==> config.mk <==
export PLATFORM = sky130hd
export DESIGN_NAME = program_loader
export DESIGN_NICKNAME = d
export VERILOG_FILES = /design/src/rtl/program_loader.sv
export SDC_FILE = /design/constraint.sdc
export NUM_CORES = 1
export LEC_CHECK = 0
export CAP_MARGIN = 0
export CORE_MARGIN = 2
export CORE_UTILIZATION = 44
export DETAILED_ROUTE_END_ITERATION = 7
export GPL_TIMING_DRIVEN = 0
export PLACE_DENSITY = 0.73
export SLEW_MARGIN = 20
export SYNTH_ARGS = -nofsm -noshare
export SYNTH_HDL_FRONTEND = slang
export SYNTH_SLANG_ARGS = --single-unit
export TNS_END_PERCENT = 100
==> constraint.sdc <==
create_clock -name clk -period 1.5 [get_ports clk]
set_input_delay 0.15 -clock clk [delete_from_list [all_inputs] [get_ports clk]]
set_output_delay 0.15 -clock clk [all_outputs]
set_load 0.02 [all_outputs]
==> src/rtl/program_loader.sv <==
// Boot sequencer for the MC14500B core. It streams host words into program memory,
// pads the remaining locations with FILL_WORD, and holds the core in reset for RST_HOLD cycles before release.
module program_loader #(
    parameter int              ADDR      = 8,
    parameter int              CODE      = 4,
    parameter int              WORD      = ADDR + CODE,
    parameter logic [WORD-1:0] FILL_WORD = {{CODE{1'b0}}, {ADDR{1'b0}}},
    parameter int              RST_HOLD  = 4
) (
    input  logic            clk,
    input  logic            rst,
    input  logic            start,
    input  logic            in_valid,
    output logic            in_ready,
    input  logic [WORD-1:0] in_word,
    input  logic            in_last,
    output logic            program_write,
    output logic [WORD-1:0] program_cmd,
    output logic [ADDR-1:0] prog_addr,
    output logic            core_rst,
    output logic            busy,
    output logic            done,
    output logic            overflow
);

    localparam int              HW        = (RST_HOLD > 1) ? $clog2(RST_HOLD) : 1;
    localparam logic [ADDR-1:0] LAST_ADDR = {ADDR{1'b1}};
    localparam logic [HW-1:0]   HOLD_END  = HW'(RST_HOLD - 1);

    typedef enum logic [2:0] {
        S_IDLE = 3'd0,
        S_LOAD = 3'd1,
        S_FILL = 3'd2,
        S_HOLD = 3'd3,
        S_RUN  = 3'd4
    } state_e;

    state_e          state_q, state_d;
    logic [ADDR-1:0] ptr_q, ptr_d;
    logic [HW-1:0]   hold_q, hold_d;
    logic            write_q, write_d;
    logic [WORD-1:0] cmd_q, cmd_d;
    logic [ADDR-1:0] addr_q, addr_d;
    logic            core_rst_q, core_rst_d;
    logic            busy_q, busy_d;
    logic            done_q, done_d;
    logic            ovf_q, ovf_d;
    logic            accept_s;

    assign in_ready = (state_q == S_LOAD);
    assign accept_s = in_valid && in_ready;

    // Next-state and registered-output computation for the load sequence
    always_comb begin
        state_d = state_q;
        ptr_d   = ptr_q;
        hold_d  = hold_q;
        write_d = 1'b0;
        cmd_d   = cmd_q;
        addr_d  = addr_q;
        ovf_d   = ovf_q;
        case (state_q)
            S_IDLE, S_RUN: begin
                if (start) begin
                    state_d = S_LOAD;
                    ptr_d   = {ADDR{1'b0}};
                    ovf_d   = 1'b0;
                end else begin
                    state_d = state_q;
                end
            end
            S_LOAD: begin
                if (accept_s) begin
                    write_d = 1'b1;
                    cmd_d   = in_word;
                    addr_d  = ptr_q;
                    ptr_d   = ptr_q + 1'b1;
                    // The last address ends the load whether or not the host flagged it
                    if (ptr_q == LAST_ADDR) begin
                        state_d = S_HOLD;
                        hold_d  = {HW{1'b0}};
                        ovf_d   = !in_last;
                    end else if (in_last) begin
                        state_d = S_FILL;
                    end else begin
                        state_d = S_LOAD;
                    end
                end else begin
                    write_d = 1'b0;
                end
            end
            S_FILL: begin
                write_d = 1'b1;
                cmd_d   = FILL_WORD;
                addr_d  = ptr_q;
                ptr_d   = ptr_q + 1'b1;
                if (ptr_q == LAST_ADDR) begin
                    state_d = S_HOLD;
                    hold_d  = {HW{1'b0}};
                end else begin
                    state_d = S_FILL;
                end
            end
            S_HOLD: begin
                if (hold_q == HOLD_END) begin
                    state_d = S_RUN;
                end else begin
                    hold_d = hold_q + 1'b1;
                end
            end
            default: begin
                state_d = S_IDLE;
            end
        endcase
        core_rst_d = (state_d != S_RUN);
        busy_d     = (state_d == S_LOAD) || (state_d == S_FILL) || (state_d == S_HOLD);
        done_d     = (state_d == S_RUN);
    end

    // State and output registers with asynchronous reset
    always_ff @(posedge clk or posedge rst) begin
        if (rst) begin
            state_q    <= S_IDLE;
            ptr_q      <= {ADDR{1'b0}};
            hold_q     <= {HW{1'b0}};
            write_q    <= 1'b0;
            cmd_q      <= {WORD{1'b0}};
            addr_q     <= {ADDR{1'b0}};
            core_rst_q <= 1'b1;
            busy_q     <= 1'b0;
            done_q     <= 1'b0;
            ovf_q      <= 1'b0;
        end else begin
            state_q    <= state_d;
            ptr_q      <= ptr_d;
            hold_q     <= hold_d;
            write_q    <= write_d;
            cmd_q      <= cmd_d;
            addr_q     <= addr_d;
            core_rst_q <= core_rst_d;
            busy_q     <= busy_d;
            done_q     <= done_d;
            ovf_q      <= ovf_d;
        end
    end

    assign program_write = write_q;
    assign program_cmd   = cmd_q;
    assign prog_addr     = addr_q;
    assign core_rst      = core_rst_q;
    assign busy          = busy_q;
    assign done          = done_q;
    assign overflow      = ovf_q;

endmodule

# After elaboration in Yosys (flattened, before gate mapping)
# Index checks and enable logic that the tools add are counted.
[word_totals]
ff_bits = 38
inputBits = 17
out_inout_bits = 26
word_cells = 65
[op_classes]
add_sub_neg = 2
eq_ne = 15
n_mux = 24
n_reduce_logical = 14
[ops]
columns = ["op", "n"]
rows = [
  ["$mux 8", 3],
  ["$pmux 12 s2", 1],
  ["$pmux 8 s3", 1],
  ["$pmux 8 s2", 1],
  ["$eq 3x2->1 const B", 4],
  ["$mux 12", 1],
  ["$pmux 3 s4", 1],
  ["$mux 2", 5],
  ["$mux 3", 3],
  ["$add 8x1->8 const B", 1],
  ["$eq 8x8->1 const B", 1],
  ["$eq 3x1->1 const B", 2],
  ["$eq 3x3->1 const B", 2],
  ["$pmux 2 s3", 1],
  ["$reduce_and 3->1", 2],
  ["$reduce_bool 3->1", 2],
  ["$mux 1", 5],
  ["$ne 2x1->1 const B", 2],
  ["$ne 2x2->1 const B", 2],
  ["$pmux 1 s2", 2],
  ["$reduce_and 4->1", 1],
  ["$reduce_bool 2->1", 2],
  ["$logic_not 3->1", 1],
  ["$ne 3x3->1 const B", 1],
  ["other kinds (7)", 8],
]

# Longest topological paths before layout
# Gate-level depths: netlist of the first run.
[depth]
word_depth = 7
mapped_depth = 6
ltp_nobuf = 5

# Worst setup path after synthesis of the first run
# Ideal clock, no wire load.
[synth_path]
path_type = "reg-to-reg"
startpoint = "reg state_q[1]"
endpoint = "reg hold_q[0]"
setup_time_ps = 136
arrival_ps = 1684
required_time_ps = 1364
slack_ps = -320
stages_incl_launch_ff = 6
path_buffers = 1
period_less_slack_ps = 1820
cell_sequence = "dfrtp_1 > buf_4 > nor3b_1 > a211oi_2 > o31ai_2 > a31oi_1"
[synth_between]
elab_chain_cells = 4
elab_cells_between_ends = 9
cone_classes = "5 x eq/ne; 1 x mux; 3 x reduce/logical"
[synth_lines]
columns = ["element", "line_no", "source"]
rows = [
  ["start, declared", "38", "state_e state_q, state_d;"],
  ["start signal, assigned", "134", "state_q <= state_d;"],
  ["$eq 3x1->1 *", "50", "assign in_ready = (state_q == S_LOAD);"],
  ["via in_ready", "14", "output logic in_ready,"],
  ["$logic_and 1x1->1", "51", "assign accept_s = in_valid && in_ready;"],
  ["$ne 2x1->1 (no source line)", "--", ""],
  ["$reduce_and 3->1 (no source line)", "--", ""],
  ["end signal, assigned", "125", "hold_q <= {HW{1'b0}};"],
  ["end signal, assigned", "136", "hold_q <= hold_d;"],
  ["end, declared", "40", "logic [HW-1:0] hold_q, hold_d;"],
]
# Mark *: on every way through the listed nets, which the timed path passes. The rest lies on a longest branch.
# A chain may end at the register's enable or synchronous reset.

# Final worst setup path of the first run
[layout_path]
startpoint = "reg state_q[2]"
endpoint = "reg ovf_q, in the netlist overflow"
[layout_between]
elab_chain_cells = 4
elab_cells_between_ends = 11
cone_classes = "5 x eq/ne; 1 x mux; 5 x reduce/logical"
[layout_lines]
columns = ["element", "line_no", "source"]
rows = [
  ["$eq 3x3->1, or another cell as far along", "62", "case (state_q)"],
  ["$reduce_or 2->1 or $logic_and 1x1->1 (tied branches)", "62, 51", ""],
  ["$ne 2x2->1 (no source line), or another cell as far along", "--", ""],
  ["$reduce_and 4->1 (no source line)", "--", ""],
  ["end signal, assigned", "143", "ovf_q <= ovf_d;"],
  ["end, declared", "47", "logic ovf_q, ovf_d;"],
]
# Several ways; a longest one is shown, not always the timed one.

==> out/results.ini, run 1 <==
[run_status]
status=complete, but fails checks
violations=negative setup slack

[synth]
syn_avg_cell_area_um2=10.8
syn_area_mm2=0.00174
synth_cells=161
synth_fp_nets=180
seq_area_frac_synth_pct=54.9
synth-adder-area-share_pct=1.44
synth_mux_area_share_pct=6.49
synth_compound_area_share_pct=14.6
synth-simple-area-share_pct=17.5
ys.flop_type=dfrtp_1
ys_async_sr_fraction_pct=100
synth-edff-count=0
ys_seq_elements=38
ys_types=42
synth_xor_area_share_pct=1.51
synth_top_family_by_area=simple AND/OR/NAND/NOR gates
yosys_warnings=0

[setup_path]
r2r_slack_ns=-0.14
rr_worst_depth=5
worstPathRequired_ns=1.68
start_kind=register
crit_path_end_kind=register
crit_fanout=7
crit_arrival_ns=1.82
r2r_start=state_q[2]
rr_endpoint=overflow
worstSetupPathType=reg2reg

[placement]
routabilityCongestion=0.784
dp_hpwl_um=2720
io_buffers=42
dp.cells=251
place_area_mm2=0.00224

[cts]
cts_made_buffers=5
clk_latency_ns=0.29
cts_buffer_depth=2
root_buffer=clkbuf_8
cts_tree=done
clkTransAtPathRegs_ns=0.07
clock-sinks=38
htreeDepth=2

[die]
die-height_um=66.8
initial_core_util_pct=46.7
die_area_mm2=0.00446
coreArea_mm2=0.00372
row_count=22
pin_count=43
die_w_um=66.8

[final_layout]
multi_input_area_um2=915
area_delta_synth_final_pct=60.1
fin_area_mm2=0.00278
seq_area_um2=955
final_net_count=257
n_antenna_cell=0
drive_above_1_share_pct=39.3
final_cell_mix=40 x clkdlybuf4s50_1, 35 x dfrtp_1, 26 x buf_4, 26 x nand2_1, 11 x a21oi_2
finalNonFillerCells=287
num-fill-cells=230
fin_util_pct=74.7
final_common_cell=clkdlybuf4s50_1

[sta]
rsz0062_at_grt=yes
setup_violations=25
tns_ns=-1.22
clock_skew_ns=0.00611
period_needed_ns=1.64
finalCritPeriodShare_pct=110
slew_headroom_pct=48.3
fmax_ghz=0.608
tightest_slew_ns=0.775
hold_viol_final=0
fin_ws_ns=-0.144
drv_slew=0

[routing]
drc=0
routed_wirelength_um=4770
antenna_left=0
drt_pass1_iterations=4
drt-initial-drc-count=70
viasPerCell=5.45
via_count=1563
wl_per_cell_um=16.6

[global_routing]
grt_pass1_vias=1468
grt_pass1_wl_um=6580
antenna_found_initial=0
grt_overflow_total=0
gr-usage-all-layers_pct=19.9
grt_max_degree=39

[min_path]
hold_path.class=in2async

[job]
maxCapViolCount=0

[power]
p_per_area_mw_per_mm2=1930
vdd_drop_max_mv=1.07
p_leak_nw=1.21

-- cells by family after synthesis --
group	count (synthesis)
and+or+nand+nor	59
DFF	38
AOI/OAI and AO/OA	37
xor gates and xnor gates	3
muxes	10
buffers and inverters	12
adders and majority gates	2
-- sequential cells by signal, indices dropped and copies added, names as in the netlist --
name,cells
core_rst,1
ptr_q,8
overflow,1
done,1
busy,1
state_q,3
program_write,1
hold_q,2
prog_addr,8
program_cmd,12
-- worst max-delay path: stages (launching register included) --
cell and delay (ns):
dfrtp_1 0.41, buf_6 0.16, and2b_2 0.24, and3b_2 0.22, a31oi_1 0.14, mux2_2 0.36
-- synthesized netlist by cell type (all sizes together) (2+ instances only) --
master | n | area [um^2]
o311ai | 2 | 17.5
dfrtp | 37 | 926
mux2 | 10 | 113
nor2b | 2 | 12.5
xor2 | 2 | 17.5
o21ai | 6 | 41.3
inv | 4 | 15.0
clkbuf | 2 | 7.51
nand3b | 2 | 15.0
nor2 | 7 | 26.3
nor3b | 3 | 27.5
and3b | 2 | 17.5
o31ai | 3 | 32.5
a31oi | 2 | 12.5
nand3 | 2 | 10.0
o211ai | 2 | 15.0
a21oi | 16 | 80.1
buf | 6 | 38.8
a31o | 2 | 17.5
nand2 | 30 | 113
ha | 2 | 25.0
and3 | 2 | 12.5
-- power by group --
group	total (mW)	internal, mW	switching, mW
Combinational	3.10	1.63	1.48
Clock	0.721	0.371	0.350
Sequential	1.54	1.33	0.214
Total	5.36	3.32	2.04
-- worst max-delay path by stage --
| stage | slack, ns | endpoint | cells after the start | from |
|---|---|---|---|---|
| floorplan | -0.009 | overflow | 5 | state_q[0] |
| global placement | -0.30 | ptr_q[7] | 5 | in_valid |
| finish | -0.14 | overflow | 5 | state_q[2] |
| CTS | -0.11 | overflow | 5 | state_q[0] |
| detailed placement | -0.32 | ptr_q[7] | 5 | in_valid |
| global route | -0.18 | overflow | 5 | state_q[0] |
-- per-stage QoR --
step / hold WS [ns] / worst slack [ns] / power [mW]
detailed placement: 0.497 / -0.318 / 3.59
CTS: 0.357 / -0.114 / 4.70
finish: 0.324 / -0.144 / 5.36
global route: 0.388 / -0.181 / 5.66
global placement: 0.470 / -0.300 / 3.52
floorplan: 0.281 / -0.00873 / 2.85
-- metal layers --
layer / track usage, % / routed length [um]
met5: 0 / 0
met4: 6.89 / 161
met2: 34.0 / 2530
met3: 5.07 / 229
met1: 24.2 / 1850
-- layout make-up --
type / instances / share of cell area [%]
sequential: 38 / 34.4
multi-input combinational: 111 / 32.9
timing repair buffer: 71 / 24.0
clock buffer: 7 / 3.11
buffer: 7 / 2.70
tap: 48 / 2.16
inverter: 4 / 0.541
clock inverter: 1 / 0.180
-- what timing repair did --
item,CTS,global route
setup buffers,14,11
endpoints found under the setup margin,29,33
hold buffers,0,0
pin swaps,7,10
resized for setup,20,50
cloned,0,4
Power figures use the tool's default switching activity.
==> run 2: changes to the inputs <==
--- a/config.mk
+++ b/config.mk
@@ -7,10 +7,10 @@
 export LEC_CHECK = 0
 export CAP_MARGIN = 0
 export CORE_MARGIN = 2
-export CORE_UTILIZATION = 44
+export CORE_UTILIZATION = 48
 export DETAILED_ROUTE_END_ITERATION = 7
 export GPL_TIMING_DRIVEN = 0
-export PLACE_DENSITY = 0.73
+export PLACE_DENSITY = 0.76
 export SLEW_MARGIN = 20
 export SYNTH_ARGS = -nofsm -noshare
 export SYNTH_HDL_FRONTEND = slang
==> constraint.sdc (replaced) <==
create_clock -name clk -period 1.7 [get_ports clk]
set_input_delay 0.17 -clock clk [delete_from_list [all_inputs] [get_ports clk]]
set_output_delay 0.17 -clock clk [all_outputs]
set_load 0.02 [all_outputs]
==> run 2 against run 1 <==
The flow now finishes without violations. Via count shrank 9.7%. Sequential power shrank 13%. Critical path depth shrank 2. First-iteration DRC count grew 4.3%. Critical path type is now reg2out. Largest cell class unchanged.
==> out/results.ini, run 2 (synthesis gave the netlist of run 1 again) <==
[setup_path]
cpMaxStageDelayCell=dfrtp_2  ; was dfrtp_1
crit_buf_inv=2  ; was 1
cpLargestDelayFamily=flip-flops  ; was simple AND/OR/NAND/NOR gates
crit_arrival_ns=1.48  ; was 1.82 ns
worstPathRequired_ns=1.53  ; was 1.68 ns
crit_path_end_kind=output pin  ; was register
worstSetupPathType=reg2out  ; was reg2reg
crit_fanout=10  ; was 7
cp_slowest_stage_delay_ns=0.46  ; was 0.41 ns
critPathMostFrequentCell=buf_4
start_kind=register  ; unchanged
path_cells=buf_4 > nor3b_4 > buf_4  ; was buf_6 > and2b_2 > and3b_2 > a31oi_1 > mux2_2

[final_layout]
finalNonFillerCells=263  ; was 287
fin_util_pct=69.9  ; was 74.7%
drive_above_1_share_pct=23.0  ; was 39.3%
final_common_cell=clkdlybuf4s50_1  ; unchanged
area_delta_synth_final_pct=37.6  ; was 60.1%
largest_reg_flops=12  ; unchanged
n_antenna_cell=0  ; unchanged
final_net_count=236  ; was 257
num-fill-cells=251  ; was 230
final_cell_mix=41 x clkdlybuf4s50_1, 36 x dfrtp_1, 30 x nand2_1  ; was 40 x clkdlybuf4s50_1, 35 x dfrtp_1, 26 x buf_4, 26 x nand2_1, 11 x a21oi_2

[global_routing]
grt_overflow_total=0  ; unchanged
grt_pass1_wl_um=6250  ; was 6580 um
met2_usage_pct=31.1  ; was 34.0%
use_met3_pct=6.51  ; was 5.07%
gr-usage-all-layers_pct=19.6  ; was 19.9%
grt_pass1_vias=1426  ; was 1468
grt_max_degree=39  ; unchanged
met1_usage_pct=24.3  ; was 24.2%
antenna_found_initial=0  ; unchanged
busiest_layer=met2  ; unchanged

[routing]
drt_pass1_iterations=4  ; unchanged
antenna_left=0  ; unchanged
drt-initial-drc-count=73  ; was 70
viasPerCell=5.37  ; was 5.45
wl_per_cell_um=14.4  ; was 16.6 um
drc=0  ; unchanged
routed_wirelength_um=3790  ; was 4770 um
via_count=1412  ; was 1563

[placement]
dp.cells=249  ; was 251
io_buffers=42  ; unchanged
routabilityCongestion=0.883  ; was 0.784
dp_hpwl_um=2650  ; was 2720 um

[run_status]
status=finished clean  ; was complete, but fails checks

[sta]
finalCritPeriodShare_pct=97.2
tightest_slew_ns=0.776  ; was 0.775 ns
clock_skew_ns=0.0149  ; was 0.00611 ns
fmax_ghz=0.605
setup_violations=0  ; was 25
drv_slew=0  ; unchanged
rsz0062_at_grt=yes  ; unchanged
hold_viol_final=0  ; unchanged
period_needed_ns=1.65
slew_headroom_pct=48.2  ; was 48.3%
hold_ws_ns=0.288  ; was 0.324 ns
tns_ns=0  ; was -1.22 ns

[die]
die_w_um=64.1  ; was 66.8 um
pin_count=43  ; unchanged
row_count=21  ; was 22
initial_core_util_pct=50.8  ; was 46.7%
die-height_um=64.1  ; was 66.8 um
die_area_mm2=0.00411  ; was 0.00446 mm^2
coreArea_mm2=0.00342  ; was 0.00372 mm^2

[cts]
htreeDepth=2  ; unchanged
root_buffer=clkbuf_4  ; was clkbuf_8
clock-sinks=38  ; unchanged
clkTransAtPathRegs_ns=0.11  ; was 0.07 ns
cts_made_buffers=5  ; unchanged
cts_buffer_depth=2  ; unchanged
clk_latency_ns=0.34  ; was 0.29 ns
cts_tree=done  ; unchanged

[min_path]
hold_path.class=in2async  ; unchanged

[power]
vdd_drop_max_mv=0.886  ; was 1.07 mV
p_per_area_mw_per_mm2=1570  ; was 1930 mW/mm^2
p_leak_nw=1.04  ; was 1.21 nW

[job]
maxCapViolCount=0  ; unchanged

## run 2: cell type report
type	instances	area, um^2	share of cell area [%]
buffer	7	51.3	2.15
tap	46	57.6	2.41
sequential	38	953	39.9
clock buffer	7	45.0	1.89
inverter	4	15.0	0.629
multi-input combinational	111	790	33.1
timing repair buffer	50	475	19.9
## run 2: worst paths after layout
| kind | endpoint | cells after the start | slack, ns | start |
|---|---|---|---|---|
| hold / removal | ptr_q[0] | 2 | 0.29 | rst |
| setup reg to reg | overflow | 5 | 0.05 | state_q[0] |
| min in group clk | program_cmd[1] | 3 | 0.37 | in_word[1] |
| max in group asynchronous | state_q[1] | 2 | 0.86 | rst |
| setup / recovery | in_ready | 3 | 0.05 | state_q[1] |
| hold reg to reg | hold_q[0] | 1 | 0.50 | hold_q[0] |
## run 2: what timing repair did
item | 4_1_cts | 5_1_grt
pin swaps | 0 | 2
resized for setup | 9 | 14
setup endpoints to repair | 12 | 23
cloned | 0 | 1
hold buffers | 0 | 0
setup buffers | 0 | 7
## run 2: report_power, final
group | switching (mW) | internal, mW | total [mW]
Sequential | 0.171 | 1.17 | 1.34
Combinational | 1.03 | 0.964 | 1.99
Clock | 0.263 | 0.156 | 0.420
## run 2: metrics by stage
| stage | area, um^2 | power, mW | setup slack [ns] |
|---|---|---|---|
| 3_3_place_gp | 2220 | 3.05 | -0.134 |
| 6_report | 2390 | 3.75 | 0.0476 |
| 2_1_floorplan | 1740 | 2.47 | 0.159 |
| 4_1_cts | 2270 | 3.57 | 0.00313 |
| 3_5_place_dp | 2220 | 3.11 | -0.167 |
| 5_1_grt | 2390 | 4.01 | -0.0295 |
## run 2: layer usage
metal | vias up | part of all wire (%)
li1 | 679 | -
met1 | 700 | 44
met2 | 31 | 52
met3 | 2 | 3.7
met4 | 0 | 0.50
met5 | - | 0
==> run 3: changes to the inputs <==
--- a/config.mk
+++ b/config.mk
@@ -8,9 +8,12 @@
 export CAP_MARGIN = 0
 export CORE_MARGIN = 2
 export CORE_UTILIZATION = 48
+export CTS_CLUSTER_SIZE = 14
 export DETAILED_ROUTE_END_ITERATION = 7
+export GPL_ROUTABILITY_DRIVEN = 1
 export GPL_TIMING_DRIVEN = 0
 export PLACE_DENSITY = 0.76
+export SKIP_CTS_REPAIR_TIMING = 1
 export SLEW_MARGIN = 20
 export SYNTH_ARGS = -nofsm -noshare
 export SYNTH_HDL_FRONTEND = slang
==> run 3 against run 2 <==
Design area down 2.9%. Count of clock-buffer cells in the layout unchanged. Register-to-register slack worse by 0.03 ns. Global-route usage about the same. Largest cell class unchanged. Power down 3.2%. Non-clock buffer count down 8. Critical path depth up 2. Utilization down 2.0 points. Die area unchanged. Highest routed layer unchanged. Clock power about the same. Largest power group unchanged.
==> out/results.ini, run 3 (synthesis gave the netlist of run 1 again) <==
[routing]
drc=0  ; unchanged
via_count=1401  ; was 1412
wl_per_cell_um=14.5  ; was 14.4 um
drt_pass1_iterations=4  ; unchanged
routed_wirelength_um=3690  ; was 3790 um
viasPerCell=5.49  ; was 5.37
antenna_left=0  ; unchanged
drt-initial-drc-count=55  ; was 73

[setup_path]
rr_worst_depth=5  ; unchanged
crit_fanout=10  ; unchanged
crit_path_end_kind=register  ; was output pin
r2r_start=state_q[2]  ; was state_q[0]
start_kind=register  ; unchanged
worstSetupPathType=reg2reg  ; was reg2out
r2r_slack_ns=0.02  ; was 0.05 ns
cp-startpoint=state_q[2]  ; was state_q[1]
worstPathRequired_ns=1.92  ; was 1.53 ns
crit_arrival_ns=1.90  ; was 1.48 ns
crit_end=overflow  ; was in_ready
rr_endpoint=overflow  ; unchanged

[die]
die-height_um=64.1  ; unchanged
coreArea_mm2=0.00342  ; unchanged
initial_core_util_pct=50.8  ; unchanged
pin_count=43  ; unchanged
die_w_um=64.1  ; unchanged
row_count=21  ; unchanged
die_area_mm2=0.00411  ; unchanged

[sta]
drv_slew=0  ; unchanged
finalCritPeriodShare_pct=98.9  ; was 97.2%
slew_headroom_pct=48.2  ; about the same
hold_viol_final=0  ; unchanged
fmax_ghz=0.595  ; was 0.605 GHz
setup_violations=0  ; unchanged
period_needed_ns=1.68  ; was 1.65 ns
rsz0062_at_grt=yes  ; unchanged
hold_ws_ns=0.294  ; was 0.288 ns
clock_skew_ns=0.00835  ; was 0.0149 ns
tightest_slew_ns=0.777  ; was 0.776 ns

[final_layout]
final_net_count=228  ; was 236
final_common_cell=clkdlybuf4s50_1  ; unchanged
drive_above_1_share_pct=20.1  ; was 23.0%
n_antenna_cell=0  ; unchanged
fin_area_mm2=0.00232  ; was 0.00239 mm^2
final_cell_mix=41 x clkdlybuf4s50_1, 36 x dfrtp_1, 30 x nand2_1  ; unchanged
finalNonFillerCells=255  ; was 263
area_delta_synth_final_pct=33.6  ; was 37.6%
largest_reg_flops=12  ; unchanged
fin_util_pct=67.9  ; was 69.9%

[placement]
dp_hpwl_um=2650  ; unchanged
io_buffers=42  ; unchanged
dp.cells=249  ; unchanged
place_area_mm2=0.00222  ; unchanged
routabilityCongestion=0.883  ; unchanged

[run_status]
status=finished clean  ; unchanged

[cts]
root_buffer=clkbuf_4  ; unchanged
cts_tree=done  ; unchanged
cts_buffer_depth=2  ; unchanged
cts_made_buffers=5  ; unchanged
htreeDepth=2  ; unchanged
clkTransAtPathRegs_ns=0.10  ; was 0.11 ns
clk_latency_ns=0.33  ; was 0.34 ns
clock-sinks=38  ; unchanged

[power]
p_per_area_mw_per_mm2=1570  ; about the same
vdd_drop_max_mv=0.874  ; was 0.886 mV
p_leak_nw=0.997  ; was 1.04 nW

[global_routing]
grt_overflow_total=0  ; unchanged
antenna_found_initial=0  ; unchanged
grt_max_degree=39  ; unchanged
gr-usage-all-layers_pct=19.6  ; about the same
grt_pass1_vias=1427  ; was 1426
grt_pass1_wl_um=6250  ; unchanged

[min_path]
hold_path.class=in2async  ; unchanged

[job]
maxCapViolCount=0  ; unchanged

run 3: cell types whose count changed in the layout (fill, tap and decap cells not counted), sizes merged:
cell and delta:
buf -11, clkbuf +3
run 3: how the worst min path moves through the flow:
| stage | startpoint | end | slack [ns] |
|---|---|---|---|
| after global routing | rst | prog_addr[1] | 0.35 |
| after CTS | rst | ptr_q[2] | 0.31 |
| after detailed placement | hold_q[0] | hold_q[0] | 0.49 |
| after floorplan | in_word[0] | program_cmd[0] | 0.30 |
| final | rst | prog_addr[1] | 0.29 |
| after global placement | hold_q[0] | hold_q[0] | 0.48 |
run 3: cell type report:
| type | instances | area [um^2] |
|---|---|---|
| Clock buffer | 7 | 45.0 |
| Multi-Input combinational cell | 111 | 774 |
| Timing Repair Buffer | 42 | 415 |
| Buffer | 7 | 57.6 |
| Fill cell | 260 | 1100 |
| Tap cell | 46 | 57.6 |
| Sequential cell | 38 | 953 |
| Inverter | 4 | 15.0 |
run 3: through the flow:
| stage | TNS, ns | setup slack, ns | total power, mW |
|---|---|---|---|
| 6_report | 0 | 0.0189 | 3.63 |
| 5_1_grt | -0.135 | -0.0518 | 3.87 |
| 2_1_floorplan | 0 | 0.159 | 2.47 |
| 3_5_place_dp | -1.38 | -0.167 | 3.11 |
| 4_1_cts | -0.798 | -0.501 | 3.54 |
| 3_3_place_gp | -4.17 | -0.134 | 3.05 |
run 3: metal layers:
layer,track usage (%),wire [um]
met1,24.4,1590
met2,31.1,1930
met3,6.34,152
met4,8.51,23
met5,0,0
run 3: worst max-delay path: stages (launching register included):
cell and delay, ns:
dfrtp_1 0.39, buf_6 0.18, and2b_2 0.26, and3b_2 0.25
a31oi_2 0.15, mux2_2 0.35
run 3: power by group:
part	leakage, nW	total (mW)	switching [mW]	internal, mW
clock	0.0254	0.420	0.264	0.156
sequential	0.495	1.34	0.175	1.17
combinational	0.477	1.87	0.994	0.875
